$ cat config.mk
export PLATFORM = sky130hd
export DESIGN_NAME = neighbor_quality_tx
export DESIGN_NICKNAME = d
export VERILOG_FILES = /design/src/rtl/neighbor_quality_tx.sv
export SDC_FILE = /design/constraint.sdc
export NUM_CORES = 1
export LEC_CHECK = 0
export ABC_AREA = 1
export CORE_MARGIN = 3
export CORE_UTILIZATION = 40
export CTS_BUF_LIST = sky130_fd_sc_hd__clkbuf_8
export DETAILED_ROUTE_END_ITERATION = 8
export GPL_TIMING_DRIVEN = 0
export SKIP_LAST_GASP = 1
export SYNTH_ARGS = -nofsm -noshare
export SYNTH_HDL_FRONTEND = slang
export SYNTH_SLANG_ARGS = --single-unit
$ cat constraint.sdc
create_clock -name clk -period 2.9 [get_ports clk]
set_clock_uncertainty 0.1 [all_clocks]
set_input_delay 0.29 -clock clk [delete_from_list [all_inputs] [get_ports clk]]
set_output_delay 0.29 -clock clk [all_outputs]
set_load 0.02 [all_outputs]
$ cat src/rtl/neighbor_quality_tx.sv
// rtl/neighbor_quality_tx.sv - neighbor-suppression transmit side: per-channel hit registration and hold-window stretch
module neighbor_quality_tx #(
    parameter int HOLDTIME = 4
) (
    input  logic       clk,
    input  logic       rst_n,
    input  logic       trig_stop,
    input  logic       vc,
    input  logic [1:0] sc,
    input  logic       va,
    input  logic [1:0] sa,
    output logic       vcn,
    output logic [1:0] scn,
    output logic       van,
    output logic [1:0] san
);

    typedef enum logic {
        IDLE = 1'b0,
        HOLD = 1'b1
    } state_t;

    localparam logic [2:0] CNT_LOAD = 3'(HOLDTIME - 1);

    // Channel 0 is collision, channel 1 is accelerator.
    state_t     state_q [2];
    state_t     state_d [2];
    logic [2:0] cnt_q   [2];
    logic [2:0] cnt_d   [2];
    logic [1:0] q_q     [2];
    logic [1:0] q_d     [2];
    logic       hit_v   [2];
    logic [1:0] hit_s   [2];

    assign hit_v[0] = vc;
    assign hit_s[0] = sc;
    assign hit_v[1] = va;
    assign hit_s[1] = sa;

    always_comb begin
        for (int ch = 0; ch < 2; ch++) begin
            state_d[ch] = state_q[ch];
            cnt_d[ch]   = cnt_q[ch];
            q_d[ch]     = q_q[ch];
            if (trig_stop) begin
                state_d[ch] = IDLE;
                cnt_d[ch]   = 3'd0;
                q_d[ch]     = 2'd0;
            end else begin
                case (state_q[ch])
                    IDLE: begin
                        if (hit_v[ch]) begin
                            state_d[ch] = HOLD;
                            q_d[ch]     = hit_s[ch];
                            cnt_d[ch]   = CNT_LOAD;
                        end
                    end
                    HOLD: begin
                        if (hit_v[ch]) begin
                            // Keep the best quality seen in this window; any hit re-arms it.
                            if (hit_s[ch] > q_q[ch]) begin
                                q_d[ch] = hit_s[ch];
                            end
                            cnt_d[ch] = CNT_LOAD;
                        end else if (cnt_q[ch] != 3'd0) begin
                            cnt_d[ch] = cnt_q[ch] - 3'd1;
                        end else begin
                            state_d[ch] = IDLE;
                            q_d[ch]     = 2'd0;
                        end
                    end
                    default: begin
                        state_d[ch] = IDLE;
                        cnt_d[ch]   = 3'd0;
                        q_d[ch]     = 2'd0;
                    end
                endcase
            end
        end
    end

    always_ff @(posedge clk) begin
        for (int ch = 0; ch < 2; ch++) begin
            if (!rst_n) begin
                state_q[ch] <= IDLE;
                cnt_q[ch]   <= 3'd0;
                q_q[ch]     <= 2'd0;
            end else begin
                state_q[ch] <= state_d[ch];
                cnt_q[ch]   <= cnt_d[ch];
                q_q[ch]     <= q_d[ch];
            end
        end
    end

    // Outputs decode only flop state, so no input reaches an output combinationally.
    assign vcn = (state_q[0] == HOLD);
    assign scn = (state_q[0] == HOLD) ? q_q[0] : 2'd0;
    assign van = (state_q[1] == HOLD);
    assign san = (state_q[1] == HOLD) ? q_q[1] : 2'd0;

endmodule

Word-level counts from Yosys, hierarchy flattened
Memory sizes are Yosys's and may differ from the RTL's.
Cells that the tools add are included.
{"block": "word_totals", "input_bits": 9, "out_inout_bits": 6, "regBits": 0, "elab_cells": 59, "memories": 3, "ramBits": 12}
{"memory": "cnt_q", "depth": 2, "word_bits": 3, "read_ports": 2, "rd_ports_with_merged_regs": 0, "wr": 2, "line": "28", "text": "logic [2:0] cnt_q [2];"}
{"memory": "q_q", "depth": 2, "word_bits": 2, "read_ports": 2, "rd_ports_with_merged_regs": 0, "wr": 2, "line": "30", "text": "logic [1:0] q_q [2];"}
{"memory": "state_q", "depth": 2, "word_bits": 1, "read_ports": 2, "rd_ports_with_merged_regs": 0, "wr": 2, "line": "26", "text": "state_t state_q [2];"}
{"block": "classes", "n_lt_le_gt_ge": 2, "mux": 42, "bitwise_logic": 8, "reduce_logical": 2, "addsub": 2}
{"cell": "3-bit two-way mux", "n": 10}
{"cell": "2-bit two-way mux", "n": 14}
{"cell": "1-bit two-way mux", "n": 12}
{"cell": "3-bit one-hot mux with 2 select lines", "n": 2}
{"cell": "2-bit one-hot mux with 2 select lines", "n": 2}
{"cell": "1-bit OR", "n": 6}
{"cell": "3-bit nonzero test", "n": 2}
{"cell": "3-bit by 1-bit subtractor with 3-bit output, second input constant", "n": 2}
{"cell": "2-bit > comparator", "n": 2}
{"cell": "1-bit one-hot mux with 2 select lines", "n": 2}
{"cell": "1-bit inverter", "n": 2}

Longest topological paths before layout
Gate-level depths: netlist (run 1).
{"block": "logic_depth", "depth_word": 6, "ltp_mapped": 12}

Least setup slack after synthesis (run 1)
Ideal clock, no wire load.
{"block": "synth_timing", "path_type": "reg2reg", "from": "memory cnt_q[0][0]", "to": "memory cnt_q[0][1]", "setup_slack_ns": 1.539, "synth_period_minus_slack_ns": 1.361, "arrival_ns": 1.137, "stages_incl_launch_ff": 9, "cell_sequence": "dfxtp_1 inv_1 ha_1 ha_1 inv_1 a21oi_1 inv_1 o21ai_0 a31oi_1"}
{"element": "start, declared", "line": "28"}

==> results of run 1 <==
==> per-stage QoR <==
stage | hold slack (ps) | setup WS (ps) | util, % | power [mW] | cell area [sq um]
after floorplan | 329.1 | 1539 | - | 0.2244 | 732.0
after global placement | 351.6 | 1133 | 55.98 | 0.2487 | 902.1
after detailed placement | 357.8 | 1126 | 55.98 | 0.2506 | 902.1
after CTS | 366.1 | 1075 | 59.39 | 0.4395 | 957.2
after global routing | 377.3 | 995.6 | 59.39 | 0.4575 | 957.2
final | 370.3 | 1096 | 59.39 | 0.4313 | 957.2
==> layout make-up <==
type,instances,share of cell area [%]
buffer,1,0.7843
tap,24,3.137
inverter,24,9.412
timing repair buffer,14,14.64
sequential,12,25.10
multi-input combinational,68,41.18
clock buffer,4,5.752
==> tightest hold or removal path, stage by stage, from the launching register on <==
cell	delay (ps)
sky130_fd_sc_hd__dfxtp_1	310
sky130_fd_sc_hd__nand2_1	60
sky130_fd_sc_hd__a21oi_1	50
==> power by group through the flow <==
stage	logic [mW]	clock network (mW)	registers [mW]
detailed placement	0.0708	0	0.180
finish	0.0704	0.185	0.176
global placement	0.0690	0	0.180
CTS	0.0711	0.192	0.176
global route	0.0809	0.200	0.177
floorplan	0.0441	0	0.180
==> routing by layer <==
layer | share of wire (%) | vias up
met3 | 4.0 | 5
met5 | 0 | -
met4 | 4.2 | 0
li1 | - | 366
met2 | 41 | 15
met1 | 50 | 289
==> worst max path at each step <==
stage / start / to / depth (start not counted)
after global placement: sa[0] / q_q[1][1]$_SDFFE_PP0P_ / 8
final: state_q[1]$_DFF_P_ / san[1] / 4
after CTS: state_q[0]$_DFF_P_ / scn[1] / 3
after detailed placement: sc[1] / q_q[0][1]$_SDFFE_PP0P_ / 10
after floorplan: cnt_q[0][0]$_SDFFE_PP0P_ / cnt_q[0][1]$_SDFFE_PP0P_ / 8
after global routing: state_q[1]$_DFF_P_ / san[0] / 4
==> layout by cell type, fill, tap and decap left out <==
cell and instances:
sky130_fd_sc_hd__a31oi_1 2, sky130_fd_sc_hd__ha_1 8, sky130_fd_sc_hd__nor2_4 1, sky130_fd_sc_hd__clkdlybuf4s50_1 14, sky130_fd_sc_hd__buf_4 1, sky130_fd_sc_hd__nand2_2 1, sky130_fd_sc_hd__nor2_2 2, sky130_fd_sc_hd__nand3b_1 2
sky130_fd_sc_hd__o21ai_0 4, sky130_fd_sc_hd__dfxtp_1 12, sky130_fd_sc_hd__inv_1 23, sky130_fd_sc_hd__nand3_1 3, sky130_fd_sc_hd__nand4_1 1, sky130_fd_sc_hd__o21ai_2 1, sky130_fd_sc_hd__inv_2 1, sky130_fd_sc_hd__a21oi_1 8
sky130_fd_sc_hd__nor2_1 7, sky130_fd_sc_hd__nand2_1 25, sky130_fd_sc_hd__clkbuf_8 4, sky130_fd_sc_hd__nand3_2 1, sky130_fd_sc_hd__a211oi_1 1, sky130_fd_sc_hd__xor2_1 1
==> sequential cells by signal, summed over array words and instances (netlist names) <==
name / flops
state_q: 2
cnt_q: 6
q_q: 4
==> logic make-up after synthesis <==
family | share of synthesized area, %
AND/OR/NAND/NOR | 26.84
buffers and inverters | 13.33
AO/OA/AOI/OAI | 12.14
flip-flops | 32.82
adder cells (fa/ha/maj) | 13.68
XOR/XNOR | 1.197
==> reports/summary.txt, run 1 <==
run status - finished clean
CTS Root Buffer Type - sky130_fd_sc_hd__clkbuf_8
number of antenna violations at the first check in global routing - 0
source-to-sink clock delay at the later pin of the worst-skew pair - 240 ps
quantity of hold-fixing buffers added after cts - 0
Tmin final - 1804 ps
# resized after CTS - 0
final setup TNS - 0 ps
synthesized cell area - 732.0 sq um
DRC violations left - 0
met2 usage - 17.65%
pin count of the biggest net entering global routing - 9
count of nets after finishing - 141
n_diodes - 0
number of iterations in the first detailed-routing pass - 4
GRT met3 Usage - 4.281%
P&R area growth vs syn - 30.77%
flop-to-flop setup slack - 1370 ps
Avg Vias per Cell - 4.592
worst reg2reg endpoint - cnt_q[0][0]$_SDFFE_PP0P_
GR Util All Layers - 12.64%
switching share of total power - 24.84%
Required @ worst endpoint - 2510 ps
number of buffer and inverter stages on the critical path - 3
number of standard cells after synthesis - 105
main flop type after synthesis - sky130_fd_sc_hd__dfxtp_1
flip-flop and latch area - 240.2 sq um
remaining antenna violation count after routing - 0
RePlAce Congestion - 0.7283
cells along the critical path - buf_4, nand2_1, inv_1, clkdlybuf4s50_1
async set or reset register ratio after synthesis - 0%
number of global-route vias before repair - 556
fraction of power consumed by combinational cells - 16.3%
Pwr per Cell Area - 450.5 nW/um^2
area of the multi-input gates - 394.1 sq um
number of clock sinks - 12
CP max stage cell - sky130_fd_sc_hd__clkdlybuf4s50_1
worst hold path cell count - 2
sort of element at the start of the critical path - flop
Worst Hold Endpoint - cnt_q[0][2]$_SDFFE_PP0P_
worst stage delay on the critical path - 590 ps
Die Footprint - 2379 sq um
final non-filler cell total - 147
clock share of power - 42.8%
Seq pwr share - 40.8%
total CTS buffers - 3
maxcap violations - 0
switching power - 0.1071 mW
Yosys warning count - 0
CP Data Arrival Time - 1410 ps
largest cells by area after synthesis - sky130_fd_sc_hd__dfxtp_1 (33%), sky130_fd_sc_hd__ha_1 (14%), sky130_fd_sc_hd__nand2_1 (13%)
cell taking the most area after synthesis - sky130_fd_sc_hd__dfxtp_1
most common cell in the netlist - sky130_fd_sc_hd__nand2_1
number of port buffers - 14
first-pass GRT wire length - 2256 um
number of cells on the worst reg-to-reg path - 8
routing usage on met1 - 15.11%
number of post-CTS setup repair buffers - 0
Reg clk slew, reported paths - 50 ps
Max Freq - 0.5542 GHz
Synth cell types - 20
drt wl/cell - 9.497 um
Post-synth top cells - sky130_fd_sc_hd__nand2_1 (25), sky130_fd_sc_hd__inv_1 (23), sky130_fd_sc_hd__dfxtp_1 (12)
cell total after placement - 143
final-report max-slew violation count - 0
Core Region - 1612 sq um
DPL Wire Length - 1075 um
Top delay family on crit path - buffers and inverters
period utilization - 62.22%
worst min-delay path class - flop to flop
Worst setup EP type - primary output
Initial Utilization - 45.42%
vias after detailed routing - 675
fillcell total - 159
Chip Height - 48.78 um
maximum number of buffers from clock root to sink - 2
clock tree from TritonCTS - yes
Post-synth EDFFs - 0
Final setup violation count - 0
number of design-rule violations left by the first detailed-router iteration - 15
number of register bits inferred by synthesis - 12
worst-path maximum fanout - 8
average cell area after synthesis - 6.971 sq um
layer with the highest usage - met2
standard-cell rows - 14
final hold violation count - 0
Seq/Total Area, Yosys - 32.82%
Hold Crit Start - cnt_q[0][2]$_SDFFE_PP0P_
path type of the worst setup path - flop to primary output
Slew Limit Headroom - 83.78%
VDD IR-drop max - 0.3084 mV
die span in x - 48.78 um
ports placed on the boundary - 15
internal power - 0.3241 mW
gr ovfl total - 0
critical register-to-register path startpoint - cnt_q[0][0]$_SDFFE_PP0P_
RSZ-0062 raised after global routing - false
leakage power of the design - 0.4516 nW
actual transition at the worst max-transition pin - 243.0 ps
maximum level of the CTS H-tree - 1
Syn Nets - 122
aggregate routed wire length - 1396 um
fraction of layout cells with a size suffix above 1 - 9.756%
Synth top area share - 32.82%
No activity file was read; power rests on OpenSTA's default activity.
==> run 2: changes to the inputs <==
==> constraint.sdc (replaced) <==
create_clock -name clk -period 1.72 [get_ports clk]
set_clock_uncertainty 0.1 [all_clocks]
set_input_delay 0.172 -clock clk [delete_from_list [all_inputs] [get_ports clk]]
set_output_delay 0.172 -clock clk [all_outputs]
set_load 0.02 [all_outputs]
==> reports/summary.txt, run 2 (synthesis results as in run 1) <==
aggregate routed wire length - 1401 um (was 1396 um)
cells along the critical path - nand2_1, inv_1, clkdlybuf4s50_1 (was buf_4, nand2_1, inv_1, clkdlybuf4s50_1)
first-pass GRT wire length - 2256 um (unchanged)
Final setup violation count - 0 (unchanged)
Avg Vias per Cell - 4.585 (was 4.592)
Max Freq - 0.6227 GHz
maximum level of the CTS H-tree - 1 (unchanged)
path type of the worst setup path - flop to primary output (unchanged)
worst min-delay path class - flop to flop (unchanged)
Die Footprint - 2379 sq um (unchanged)
gr ovfl total - 0 (unchanged)
final-report max-slew violation count - 0 (unchanged)
RePlAce Congestion - 0.7283 (unchanged)
flip-flop and latch area - 241.5 sq um (was 240.2 sq um)
clock share of power - 42.8% (about the same)
maxcap violations - 0 (unchanged)
CTS Root Buffer Type - sky130_fd_sc_hd__clkbuf_8 (unchanged)
number of port buffers - 14 (unchanged)
cell area reported after detailed placement - 902.1 sq um (unchanged)
worst stage delay on the critical path - 590 ps (about the same)
Pwr per Cell Area - 753.9 nW/um^2 (was 450.5 nW/um^2)
fillcell total - 156 (was 159)
CP max stage cell - sky130_fd_sc_hd__clkdlybuf4s50_1 (unchanged)
sort of element at the start of the critical path - flop (unchanged)
number of clock sinks - 12 (unchanged)
internal power - 0.5470 mW (was 0.3241 mW)
drt wl/cell - 9.531 um (was 9.497 um)
switching share of total power - 24.99% (was 24.84%)
run status - finished clean (unchanged)
Reg clk slew, reported paths - 60 ps (was 50 ps)
RSZ-0062 raised after global routing - false (unchanged)
Final Instance Area - 967.2 sq um (was 957.2 sq um)
number of design-rule violations left by the first detailed-router iteration - 14 (was 15)
flip-flop count of the largest register, all copies and words added - 6 (unchanged)
final hold violation count - 0 (unchanged)
remaining antenna violation count after routing - 0 (unchanged)
number of buffer and inverter stages on the critical path - 2 (was 3)
DPL Wire Length - 1075 um (unchanged)
pin count of the biggest net entering global routing - 9 (unchanged)
final core occ - 60.02% (was 59.39%)
quantity of hold-fixing buffers added after cts - 0 (unchanged)
P&R area growth vs syn - 32.14% (was 30.77%)
number of antenna violations at the first check in global routing - 0 (unchanged)
VDD IR-drop max - 0.5200 mV (was 0.3084 mV)
number of global-route vias before repair - 556 (unchanged)
vias after detailed routing - 674 (was 675)
commonest non-fill, non-tap cell in the layout - sky130_fd_sc_hd__nand2_1 (unchanged)
Initial Utilization - 45.42% (unchanged)
Tmin final - 1606 ps
Required @ worst endpoint - 1450 ps (was 2510 ps)
commonest cells after routing, fill and taps aside - sky130_fd_sc_hd__nand2_1 (25), sky130_fd_sc_hd__inv_1 (23), sky130_fd_sc_hd__clkdlybuf4s50_1 (12), sky130_fd_sc_hd__dfxtp_1 (11), sky130_fd_sc_hd__ha_1 (8) (was sky130_fd_sc_hd__nand2_1 (25), sky130_fd_sc_hd__inv_1 (23), sky130_fd_sc_hd__clkdlybuf4s50_1 (14), sky130_fd_sc_hd__dfxtp_1 (12))
register containing the most flip-flops in the final layout - cnt_q (unchanged)
Top delay family on crit path - buffers and inverters (unchanged)
maximum number of buffers from clock root to sink - 2 (unchanged)
Chip Height - 48.78 um (unchanged)
standard-cell rows - 14 (unchanged)
fraction of layout cells with a size suffix above 1 - 11.38% (was 9.756%)
ports placed on the boundary - 15 (unchanged)
CP Data Arrival Time - 1330 ps (was 1410 ps)
Seq pwr share - 40.8% (about the same)
period utilization - 93.37%
n_diodes - 0 (unchanged)
switching power - 0.1822 mW (was 0.1071 mW)
actual transition at the worst max-transition pin - 240.9 ps (was 243.0 ps)
number of iterations in the first detailed-routing pass - 4 (unchanged)
Core Region - 1612 sq um (unchanged)
total CTS buffers - 3 (unchanged)
GR Util All Layers - 12.64% (unchanged)
top flop regs - cnt_q (6), q_q (4), state_q (2) (unchanged)
die span in x - 48.78 um (unchanged)
Worst setup EP type - primary output (unchanged)
leakage power of the design - 0.4893 nW (was 0.4516 nW)
source-to-sink clock delay at the later pin of the worst-skew pair - 240 ps (about the same)
final setup TNS - 0 ps (unchanged)
Slew Limit Headroom - 83.93% (was 83.78%)
worst-path maximum fanout - 6 (was 8)
area of the multi-input gates - 397.9 sq um (was 394.1 sq um)
fraction of power consumed by combinational cells - 16.4% (was 16.3%)
clock tree from TritonCTS - yes (unchanged)
DRC violations left - 0 (unchanged)
count of nets after finishing - 141 (unchanged)
## run 2: worst reg2reg max path, delay by kind of cell, from the launching register on
family	cells	cell delay [ps]
flip-flops	1	350
buffers and inverters	3	270
AO/OA/AOI/OAI	3	330
adder cells (fa/ha/maj)	2	390
## run 2: worst paths after layout
check | startpoint | to | slack, ps | cells after the start
max | state_q[0]$_DFF_P_ | scn[1] | 110 | 3
min | cnt_q[0][2]$_SDFFE_PP0P_ | cnt_q[0][2]$_SDFFE_PP0P_ | 370 | 2
max reg2reg | cnt_q[0][0]$_SDFFE_PP0P_ | cnt_q[0][0]$_SDFFE_PP0P_ | 230 | 8
min reg2reg | cnt_q[0][2]$_SDFFE_PP0P_ | cnt_q[0][2]$_SDFFE_PP0P_ | 370 | 2
## run 2: power by group through the flow
stage	registers, mW	logic [mW]	clock network, mW
final	0.297	0.120	0.312
after CTS	0.297	0.120	0.324
after global routing	0.299	0.137	0.337
after floorplan	0.304	0.0744	0
after global placement	0.303	0.116	0
after detailed placement	0.303	0.119	0
## run 2: layout make-up
class                           count  share of cell area (%)
Timing Repair Buffer               14                   15.01
Buffer                              1                  0.7762
Multi-Input combinational cell     68                   41.14
Clock buffer                        4                   5.692
Inverter                           24                   9.314
Tap cell                           24                   3.105
Sequential cell                    12                   24.97
## run 2: metal layers
layer / vias up / GRT usage (%) / wire length, um
li1: 366 / - / -
met1: 282 / 15.11 / 690
met2: 21 / 17.65 / 573
met3: 5 / 4.281 / 78
met4: 0 / 11.37 / 58
met5: - / 0 / 0
## run 2: metrics by stage
stage	setup WS [ps]	power, mW	instances	hold slack [ps]
after floorplan	359.3	0.3784	105	211.1
after global placement	71.20	0.4194	143	351.6
after detailed placement	63.83	0.4225	143	357.8
after CTS	13.21	0.7411	147	366.1
after global routing	57.39	0.7723	147	375.5
final	114.0	0.7292	147	368.2
## run 2: repair_timing
item | CTS | global route
endpoints found under the setup margin | 0 | 4
buffers inserted | 0 | 0
resized for setup | 0 | 4
